**src/rtl/eth_tx_sched.sv**
```systemverilog
// Packet-level TX arbiter: shares one encapsulator path between a video source (0)
// and NUM_SRC-1 audio/ANC sources, granting whole packets and enforcing an inter-packet gap.
module eth_tx_sched #(
    parameter int DATA_WIDTH      = 32,
    parameter int NUM_SRC         = 3,
    parameter int IPG_CYCLES      = 3,
    parameter int MAX_VIDEO_BURST = 4
) (
    input  logic                          clk,
    input  logic                          rst_n,
    input  logic [NUM_SRC*DATA_WIDTH-1:0] src_data,
    input  logic [NUM_SRC-1:0]            src_valid,
    input  logic [NUM_SRC-1:0]            src_last,
    output logic [NUM_SRC-1:0]            src_ready,
    output logic [DATA_WIDTH-1:0]         tx_data,
    output logic                          tx_valid,
    output logic                          tx_last,
    input  logic                          tx_ready,
    output logic [2:0]                    grant_id,
    output logic                          busy,
    output logic [31:0]                   pkt_cnt
);

    typedef enum logic [1:0] {IDLE, ARB, XFER, GAP} state_t;

    state_t     state;
    logic [3:0] burst_cnt;
    logic [3:0] gap_cnt;
    logic [2:0] rr_ptr;

    // Sources padded out to 8 entries so the 3-bit grant index always selects in range.
    logic [DATA_WIDTH-1:0] beat [8];
    logic [7:0]            valid8;
    logic [7:0]            last8;

    logic       others_req;
    logic       video_win;
    logic       rr_found;
    logic [2:0] rr_pick;
    logic [2:0] rr_next;
    logic [3:0] cand;
    logic       pkt_done;

    function automatic logic [3:0] sat_inc(input logic [3:0] v);
        return (v == 4'hF) ? v : v + 4'd1;
    endfunction

    always_comb begin
        valid8 = '0;
        last8  = '0;
        for (int i = 0; i < 8; i++) begin
            beat[i] = '0;
        end
        for (int i = 0; i < NUM_SRC; i++) begin
            beat[i]   = src_data[i*DATA_WIDTH +: DATA_WIDTH];
            valid8[i] = src_valid[i];
            last8[i]  = src_last[i];
        end
    end

    // Video wins unless it has used up its burst while someone else is waiting;
    // otherwise round-robin over sources 1..NUM_SRC-1 starting at rr_ptr.
    always_comb begin
        others_req = |src_valid[NUM_SRC-1:1];
        video_win  = src_valid[0] && ((burst_cnt < 4'(MAX_VIDEO_BURST)) || !others_req);
        rr_found   = 1'b0;
        rr_pick    = 3'd1;
        cand       = '0;
        for (int k = 0; k < NUM_SRC - 1; k++) begin
            cand = {1'b0, rr_ptr} + 4'(k);
            if (cand >= 4'(NUM_SRC)) begin
                cand = cand - 4'(NUM_SRC - 1);
            end
            if (!rr_found && valid8[cand[2:0]]) begin
                rr_found = 1'b1;
                rr_pick  = cand[2:0];
            end
        end
        rr_next = (rr_pick == 3'(NUM_SRC - 1)) ? 3'd1 : rr_pick + 3'd1;
    end

    always_comb begin
        tx_data   = '0;
        tx_valid  = 1'b0;
        tx_last   = 1'b0;
        src_ready = '0;
        if (state == XFER) begin
            tx_data  = beat[grant_id];
            tx_valid = valid8[grant_id];
            tx_last  = last8[grant_id] & valid8[grant_id];
            for (int i = 0; i < NUM_SRC; i++) begin
                src_ready[i] = tx_ready && (grant_id == 3'(i));
            end
        end
        busy     = (state != IDLE);
        pkt_done = tx_valid && tx_ready && tx_last;
    end

    always_ff @(posedge clk or negedge rst_n) begin
        if (!rst_n) begin
            state     <= IDLE;
            grant_id  <= '0;
            pkt_cnt   <= '0;
            burst_cnt <= '0;
            rr_ptr    <= 3'd1;
            gap_cnt   <= '0;
        end else begin
            case (state)
                IDLE: begin
                    if (|src_valid) begin
                        state <= ARB;
                    end
                end
                ARB: begin
                    if (video_win) begin
                        grant_id  <= '0;
                        burst_cnt <= sat_inc(burst_cnt);
                        state     <= XFER;
                    end else if (rr_found) begin
                        grant_id  <= rr_pick;
                        burst_cnt <= '0;
                        rr_ptr    <= rr_next;
                        state     <= XFER;
                    end else begin
                        state <= IDLE;
                    end
                end
                XFER: begin
                    if (pkt_done) begin
                        pkt_cnt <= pkt_cnt + 32'd1;
                        if (IPG_CYCLES > 0) begin
                            gap_cnt <= 4'(IPG_CYCLES);
                            state   <= GAP;
                        end else begin
                            state <= IDLE;
                        end
                    end
                end
                GAP: begin
                    gap_cnt <= gap_cnt - 4'd1;
                    if (gap_cnt <= 4'd1) begin
                        state <= IDLE;
                    end
                end
                default: state <= IDLE;
            endcase
        end
    end

endmodule

```
**config.mk**
```make
export PLATFORM = sky130hd
export DESIGN_NAME = eth_tx_sched
export DESIGN_NICKNAME = d
export VERILOG_FILES = /design/src/rtl/eth_tx_sched.sv
export SDC_FILE = /design/constraint.sdc
export NUM_CORES = 1
export LEC_CHECK = 0
export ABC_CLOCK_PERIOD_IN_PS = 2500
export CAP_MARGIN = 20
export CORE_UTILIZATION = 37
export CTS_BUF_LIST = sky130_fd_sc_hd__clkbuf_4 sky130_fd_sc_hd__clkbuf_8 sky130_fd_sc_hd__clkbuf_16
export DETAILED_ROUTE_END_ITERATION = 8
export PLACE_DENSITY = 0.79
export SLEW_MARGIN = 20
export SYNTH_ARGS = -nofsm -noshare
export SYNTH_HDL_FRONTEND = slang
export SYNTH_SLANG_ARGS = --single-unit
export TNS_END_PERCENT = 10
```
**constraint.sdc**
```tcl
create_clock -name clk -period 2.5 [get_ports clk]
set_input_delay 0.5 -clock clk [delete_from_list [all_inputs] [get_ports clk]]
set_output_delay 0.5 -clock clk [all_outputs]
set_load 0.005 [all_outputs]
```
* After elaboration in Yosys (flattened, before gate mapping)
Index checks and enable logic that the tools add are counted.
** Word-level totals
- Output and inout bits :: 73
- Bits in registers :: 48
- Logic and storage cells :: 93
** Operators by class
- $add $sub $neg :: 7
- $lt $le $gt $ge :: 8
- Mux-type cells :: 35
- Reductions and logical operators :: 23
- Bitwise logic cells :: 3
- Equal/unequal tests :: 11
** Operators by type and width (number)
- binary-select mux 32 bit (select 3 bit) :: 1
- two-way mux 32 bit :: 3
- adder 32 x 1 -> 32 bit (second input constant) :: 1
- two-way mux 3 bit :: 8
- two-way mux 4 bit :: 4
- binary-select mux 1 bit (select 3 bit) :: 4
- < comparator 3 x 4 -> 1 bit (second input constant) :: 3
- two-way mux 2 bit :: 5
- AND reduction 3 bit :: 3
- two-way mux 1 bit :: 8
- inequality test 2 bit (second input constant) :: 4
- one-hot mux 2 bit (4 select lines) :: 1
- one-hot mux 4 bit (2 select lines) :: 1
- logical AND 1 bit :: 7
- equality test 3 x 2 -> 1 bit (second input constant) :: 2
- AND reduction 2 bit :: 3
- nonzero test 2 bit :: 3
- subtractor 3 x 2 -> 3 bit (second input constant) :: 2
- adder 3 x 1 -> 4 bit (second input constant) :: 1
- adder 4 x 1 -> 4 bit (second input constant) :: 1
- equality test 2 bit (second input constant) :: 2
- equality test 4 bit (second input constant) :: 1
- >= comparator 4 x 2 -> 1 bit (second input constant) :: 1
- >= comparator 4 bit (second input constant) :: 1
- 16 further kinds :: 17

* Longest topological paths before layout
Gate-level depths: netlist (run 1).
- Depth in word-level cells :: 11
- Gate-level depth with buffers :: 9

* Worst setup path before layout (run 1)
Ideal clock, no wire load.
- Path type :: reg-to-reg
- From :: register rr_ptr[0]
- To :: register burst_cnt[3]
- Cell stages (with the launch flop) :: 10
- Setup time :: 0.121 ns
- Buffers on the path :: 1
- Arrival :: 2.560 ns
- Setup slack :: -0.181 ns
- Cells stage by stage :: dfstp_2 -> clkbuf_1 -> inv_1 -> ha_1 -> or3b_1 -> o21ai_0 -> nand3_1 -> a32o_1 -> a311o_1 -> a22o_1
** On the way
- Longest elaborated chain between the ends :: 10
- Elaborated cells between the ends (all ways) :: 17
** RTL lines
- start: declaration :: RTL line 29 : logic [2:0] rr_ptr;
- start signal: assignment :: RTL line 122 : rr_ptr <= rr_next;
- branches (longest 7 deep; another with adder 3 x 1 -> 4 bit)
- two-way mux 1 bit * :: RTL line 74 : if (!rr_found && valid8[cand[2:0]]) begin
- nonzero test 2 bit (no line) *
- AND reduction 3 bit (no line) *
- end signal: assignment :: RTL line 117 : burst_cnt <= sat_inc(burst_cnt);
- end: declaration :: RTL line 27 : logic [3:0] burst_cnt;
Every way passes the cells marked *. The select of a mux whose other input is x is not followed.
A chain may end at the register's enable or synchronous reset.

* Final worst setup path (run 1)
- From :: register state[0]
- To :: output src_ready[1]
** On the way
- Longest elaborated chain between the ends :: 2
** RTL lines
- start: declaration :: RTL line 26 : state_t state;
- start signal: assignment :: RTL line 101 : state <= IDLE;
- start signal: assignment :: RTL line 111 : state <= ARB;
- start signal: assignment :: RTL line 118 : state <= XFER;
- equality test 2 bit :: RTL line 87 : if (state == XFER) begin
- two-way mux 3 bit :: RTL line 87
- end: declaration :: RTL line 14 : output logic [NUM_SRC-1:0] src_ready,
Every way passes these cells.

==> out/qor.csv, run 1 <==
metric;value;unit
fp.coreArea;8890;µm²
drv_slew;0;
hpwl;8630;µm
path_max_fanout;5;
place.gp.congestion;0.940;
fin_crit_sh;0.985;
cp.arrival;1.96;ns
ys_seq_area_frac;0.348;
multiInputGateArea;2130;µm²
tritoncts;yes;
leakagePower;2.66;nW
vias;3673;
clkPwrFrac;0.112;
max_cap_violations;0;
diodes;0;
finalWirelength;11100;µm
violations;design-rule violations;
critPathBufInv;1;
switchingPower;1.78;mW
comb_power_share;0.652;
async_flop_share;1.00;
wl_per_cell;15.6;µm
critPathTopFamily;simple AND/OR/NAND/NOR gates;
cts_buffer_depth;2;
synthFlopType;dfrtp_1;
p_per_area;785;nW/µm²
switching_share;0.401;
nets;717;
whs;0.0784;ns
firstDrtPassIters;6;
clkLatencyLatePin;0.31;ns
area_growth;63.8;%
final_layout_size_suffix_gt1_frac;0.0877;
hp-class;in -> async;
cp.required;2.00;ns
synth_top_cells_by_area;dfrtp_1, mux2i_1, nor2_1;
syn_area;3450;µm²
dieHeight;98.6;µm
initial_core_util;0.388;
slowest_stage;clkdlybuf4s50_1;
portBuffers;177;
synth_cell_type_count;54;
yosys_register_bits;48;
start_kind;register;
yosysWarnings;0;
yosys.area.top_type;dfrtp_1;
synth_edf_count;0;
fill_cells;739;
path_cells;nor3b_2, nand2_1, nor3b_1, clkdlybuf4s50_1;
endpoint_kind;output port;
seq_area;1200;µm²
power;4.44;mW
dpl_cell_area;5500;µm²
cts_buffers;5;
critPathKind;reg -> out;
setup_viol;0;
die_w;98.6;µm
track_usage;0.235;
period_minus_slack;2.46;ns
fin_area;5660;µm²
slew_headroom;0.678;
synth_top_cell_area_share;0.341;
grt_max_degree;38;
grt_pass1_wl;18400;µm
outcome;finished, violations left;
synth_cells;415;
post_cts_buffers;0;
clkSinkCount;48;
avgSynthCellArea;8.32;µm²
routed_via_density;5.16;
skew;0.0141;ns
finalHoldViolCount;0;
drt_iter0_markers;153;
ff2ff_setup_slack;0.11;ns
grt-ovfl-total;0;
grt_setup_unrepaired;yes;
grt_pass1_vias;3712;
tightest_slew;0.480;ns
drc_errors;2;
antenna_found_initial;0;
ir_drop;0.000475;V
die_area;9720;µm²
p_seq_frac;0.236;
cts_root_buf;clkbuf_8;
pin_count;178;
cpPeakStageDelay;0.55;ns
synth_fp_nets;529;
fmax;406;MHz
htreeDepth;2;
setup-tns-final;0;ns
antenna_left;0;
rows;34;
p_int;2.66;mW
clk_pin_slew;0.09;ns
## cell usage after synthesis (2+ instances only)
master / instances
nand2b_1: 3
a21o_1: 2
nand3_1: 18
o21a_1: 2
o21ai_0: 5
o2bb2ai_1: 2
or2_2: 2
a32o_1: 3
buf_6: 2
nor2b_1: 2
xnor2_1: 32
a21oi_1: 36
ha_1: 9
a22o_1: 2
xor2_1: 4
nor3b_1: 2
and2_1: 3
buf_1: 5
clkbuf_1: 12
a211oi_1: 2
inv_1: 7
mux2i_1: 36
nand4_1: 16
and3_1: 9
nand2_1: 27
nor2_1: 89
buf_2: 4
nor3_1: 6
a311o_1: 2
dfrtp_1: 47
## layout make-up
cell class	count	area share
multi-input cells	336	0.376
clock inverters	2	0.00265
inverters	7	0.00464
repair buffers	205	0.365
clock buffers	6	0.0146
flip-flops and latches	48	0.213
well taps	108	0.0239
## per-stage QoR
step / setup WS [ns] / std cells / util
6_report: 0.0377 / 712 / 0.636
4_1_cts: -0.0765 / 712 / 0.631
2_1_floorplan: 0.00331 / 415 / -
3_5_place_dp: -0.0582 / 703 / 0.618
5_1_grt: -0.0877 / 712 / 0.636
3_3_place_gp: -0.0518 / 703 / 0.618
## worst paths after layout
path,from,end,depth (start not counted)
max in group asynchronous,rst_n,rr_ptr[0]$_DFFE_PN1P_,2
hold reg to reg,pkt_cnt[31]$_DFFE_PN0P_,pkt_cnt[31]$_DFFE_PN0P_,1
hold / removal,rst_n,pkt_cnt[29]$_DFFE_PN0P_,1
setup reg to reg,rr_ptr[0]$_DFFE_PN1P_,burst_cnt[1]$_DFFE_PN0P_,8
min in group clk,pkt_cnt[31]$_DFFE_PN0P_,pkt_cnt[31]$_DFFE_PN0P_,1
setup / recovery,state[0]$_DFFE_PN0P_,src_ready[1],4
## state kept, by name, summed over array words and instances, names as in the netlist, named ones only
register / flops
pkt_cnt: 32
gap_cnt: 4
burst_cnt: 4
rr_ptr: 3
grant_id: 3
state: 1
## cell families after synthesis
kind of cell    share of synthesized area
fa+ha+maj                          0.0326
mux                                 0.108
flops                               0.348
compound gates                      0.123
simple gates                        0.257
xor+xnor                           0.0913
buf+inv                            0.0406
## per-layer routing
metal | part of all wire | global-route usage | vias up
met5 | 0 | 0 | -
met1 | 0.45 | 0.304 | 1729
met3 | 0.045 | 0.0461 | 19
met4 | 0.019 | 0.0700 | 0
met2 | 0.49 | 0.399 | 101
li1 | - | - | 1824
## cell usage in the layout, fill, tap and decap left out, types with 2 or more instances in the layout
cell             instances
nand3_1                 18
ha_1                     9
xnor2_1                 32
nand2_1                 26
dlygate4sd2_1           17
nor2_1                  88
nor3b_1                  2
or2_2                    2
nor3_1                   6
a211oi_1                 2
dlymetal6s2s_1          11
dfrtp_2                  2
a32o_1                   2
o21a_1                   2
a22o_1                   2
mux2i_1                 36
clkdlybuf4s50_1        148
xor2_1                   4
buf_12                   4
dfrtp_1                 45
buf_4                   21
and2_1                   3
nand4_1                 16
nand2b_1                 3
and3_1                   9
a21o_1                   2
clkinvlp_4               2
o2bb2ai_1                2
inv_1                    7
a311o_1                  2
a21oi_1                 36
clkbuf_8                 6
buf_6                    2
o21ai_0                  5
## what timing repair did
action / in CTS / in global routing
endpoints found under the setup margin: 34 / 22
pin swaps: 1 / 0
resized for setup: 18 / 18
hold buffers: 0 / 0
cloned: 1 / 0
## power by group through the flow
stage	sequential [mW]	clock (mW)	combinational [mW]
after floorplan	1.02	0	1.63
final	1.05	0.497	2.89
after detailed placement	1.05	0	2.87
after global placement	1.04	0	2.81
after CTS	1.04	0.505	2.90
after global routing	1.07	0.533	3.20
Power figures use the tool's default switching activity.
==> run 2: changes to the inputs <==
SKIP_CTS_REPAIR_TIMING = 1   (was unset)
==> run 2 against run 1 <==
Against the previous run: the flow still finishes with violations (design-rule violations); maximum frequency down 0.67%; die area unchanged; sequential power about the same; worst setup slack worse by 0.017 ns; global-route usage down 0.24 points; core utilization down 0.14 points; critical path depth unchanged; cell area down 0.22%; register-to-register slack about the same; critical endpoint is now tx_data[0]; largest power group unchanged.
==> out/qor.csv, run 2 (synthesized netlist as in run 1, its figures left out) <==
metric;value;unit
leakagePower;2.54;nW
path_cells;or3b_4, buf_12, nor2_1, clkdlybuf4s50_1;
dieHeight;98.6;µm
pin_count;178;
max_cap_violations;0;
grt_pass1_vias;3698;
drv_slew;0;
grt_max_degree;38;
tightest_slew;0.482;ns
critPathTopFamily;buffers and inverters;
clkSinkCount;48;
fin_crit_sh;0.992;
die_area;9720;µm²
slowest_stage;clkdlybuf4s50_1;
nets;716;
place.gp.congestion;0.940;
path_max_fanout;32;
placedCellCount;703;
antenna_found_initial;0;
grt-ovfl-total;0;
slew_headroom;0.676;
grt_pass1_wl;18300;µm
critPathBufInv;2;
period_minus_slack;2.48;ns
skew;0.0142;ns
hpwl;8630;µm
clkLatencyLatePin;0.31;ns
die_w;98.6;µm
antenna_left;0;
hp-class;in -> async;
grt_setup_unrepaired;yes;
clk_pin_slew;0.09;ns
ir_drop;0.000501;V
htreeDepth;2;
drt_iter0_markers;151;
portBuffers;177;
largest-register;pkt_cnt;
tritoncts;yes;
final_cell_mix;clkdlybuf4s50_1, nor2_1, dfrtp_1, a21oi_1, mux2i_1;
cts_buffers;5;
endpoint_kind;output port;
power;4.46;mW
final_common_cell;clkdlybuf4s50_1;
whs;0.0772;ns
setup-tns-final;0;ns
cts_buffer_depth;2;
diodes;0;
outcome;finished, violations left;
cp.arrival;1.98;ns
firstDrtPassIters;6;
violations;design-rule violations;
vias;3699;
fin_cells;711;
setup_viol;0;
drc_errors;2;
area_growth;63.4;%
start_kind;register;
critPathKind;reg -> out;
dpl_cell_area;5500;µm²
p_per_area;790;nW/µm²
final_layout_size_suffix_gt1_frac;0.0912;
post-place-ws;-0.0582;ns
initial_core_util;0.388;
largest_register_ffs;32;
reg.largest.list;pkt_cnt x32, burst_cnt x4, gap_cnt x4;
fmax;403;MHz
cpPeakStageDelay;0.54;ns
finalWirelength;11000;µm
track_usage;0.233;
fin_area;5640;µm²
wl_per_cell;15.5;µm
rows;34;
cp.required;2.00;ns
finalHoldViolCount;0;
routed_via_density;5.20;
cts_root_buf;clkbuf_8;
setup_ws;0.0211;ns
fin_util;0.635;
fp.coreArea;8890;µm²
-- run 2: cell types whose count changed in the layout (fill, tap and decap cells not counted) --
cell	previous run	this run
nor2_2	1	3
nor2b_4	1	0
bufbuf_16	1	0
dlygate4sd2_1	17	0
nor2b_2	0	1
mux2i_2	0	1
dlymetal6s2s_1	11	9
mux2i_1	36	35
nor2_1	88	86
clkdlybuf4s50_1	148	167
-- run 2: final timing paths --
path                                    startpoint                        to  slack [ns]  cells past startpoint
setup / recovery              state[0]$_DFFE_PN0P_                tx_data[0]        0.02                      4
hold / removal                               rst_n   pkt_cnt[29]$_DFFE_PN0P_        0.08                      1
setup reg to reg             rr_ptr[0]$_DFFE_PN1P_  burst_cnt[1]$_DFFE_PN0P_        0.11                      8
hold reg to reg            pkt_cnt[31]$_DFFE_PN0P_   pkt_cnt[31]$_DFFE_PN0P_        0.47                      1
max in group asynchronous                    rst_n     rr_ptr[0]$_DFFE_PN1P_        1.63                      2
min in group clk           pkt_cnt[31]$_DFFE_PN0P_   pkt_cnt[31]$_DFFE_PN0P_        0.47                      1
-- run 2: layer usage --
layer  wire length [µm]  up-vias  GRT usage
li1                   -     1823          -
met1               4910     1743      0.301
met2               5380      110      0.393
met3                518       23     0.0461
met4                236        0     0.0700
met5                  0        -          0
-- run 2: layout make-up --
type | count | area, µm²
sequential | 48 | 1200
fill | 736 | 3250
clock inverter | 2 | 15.0
multi-input combinational | 336 | 2130
inverter | 7 | 26.3
timing repair buffer | 204 | 2050
clock buffer | 6 | 82.6
tap | 108 | 135
-- run 2: where the power goes --
part	leakage (nW)	internal [mW]	switching (mW)	total [mW]
clock network	0.0434	0.224	0.273	0.497
logic	1.86	1.55	1.36	2.92
registers	0.635	0.903	0.143	1.05
total	2.54	2.68	1.78	4.46
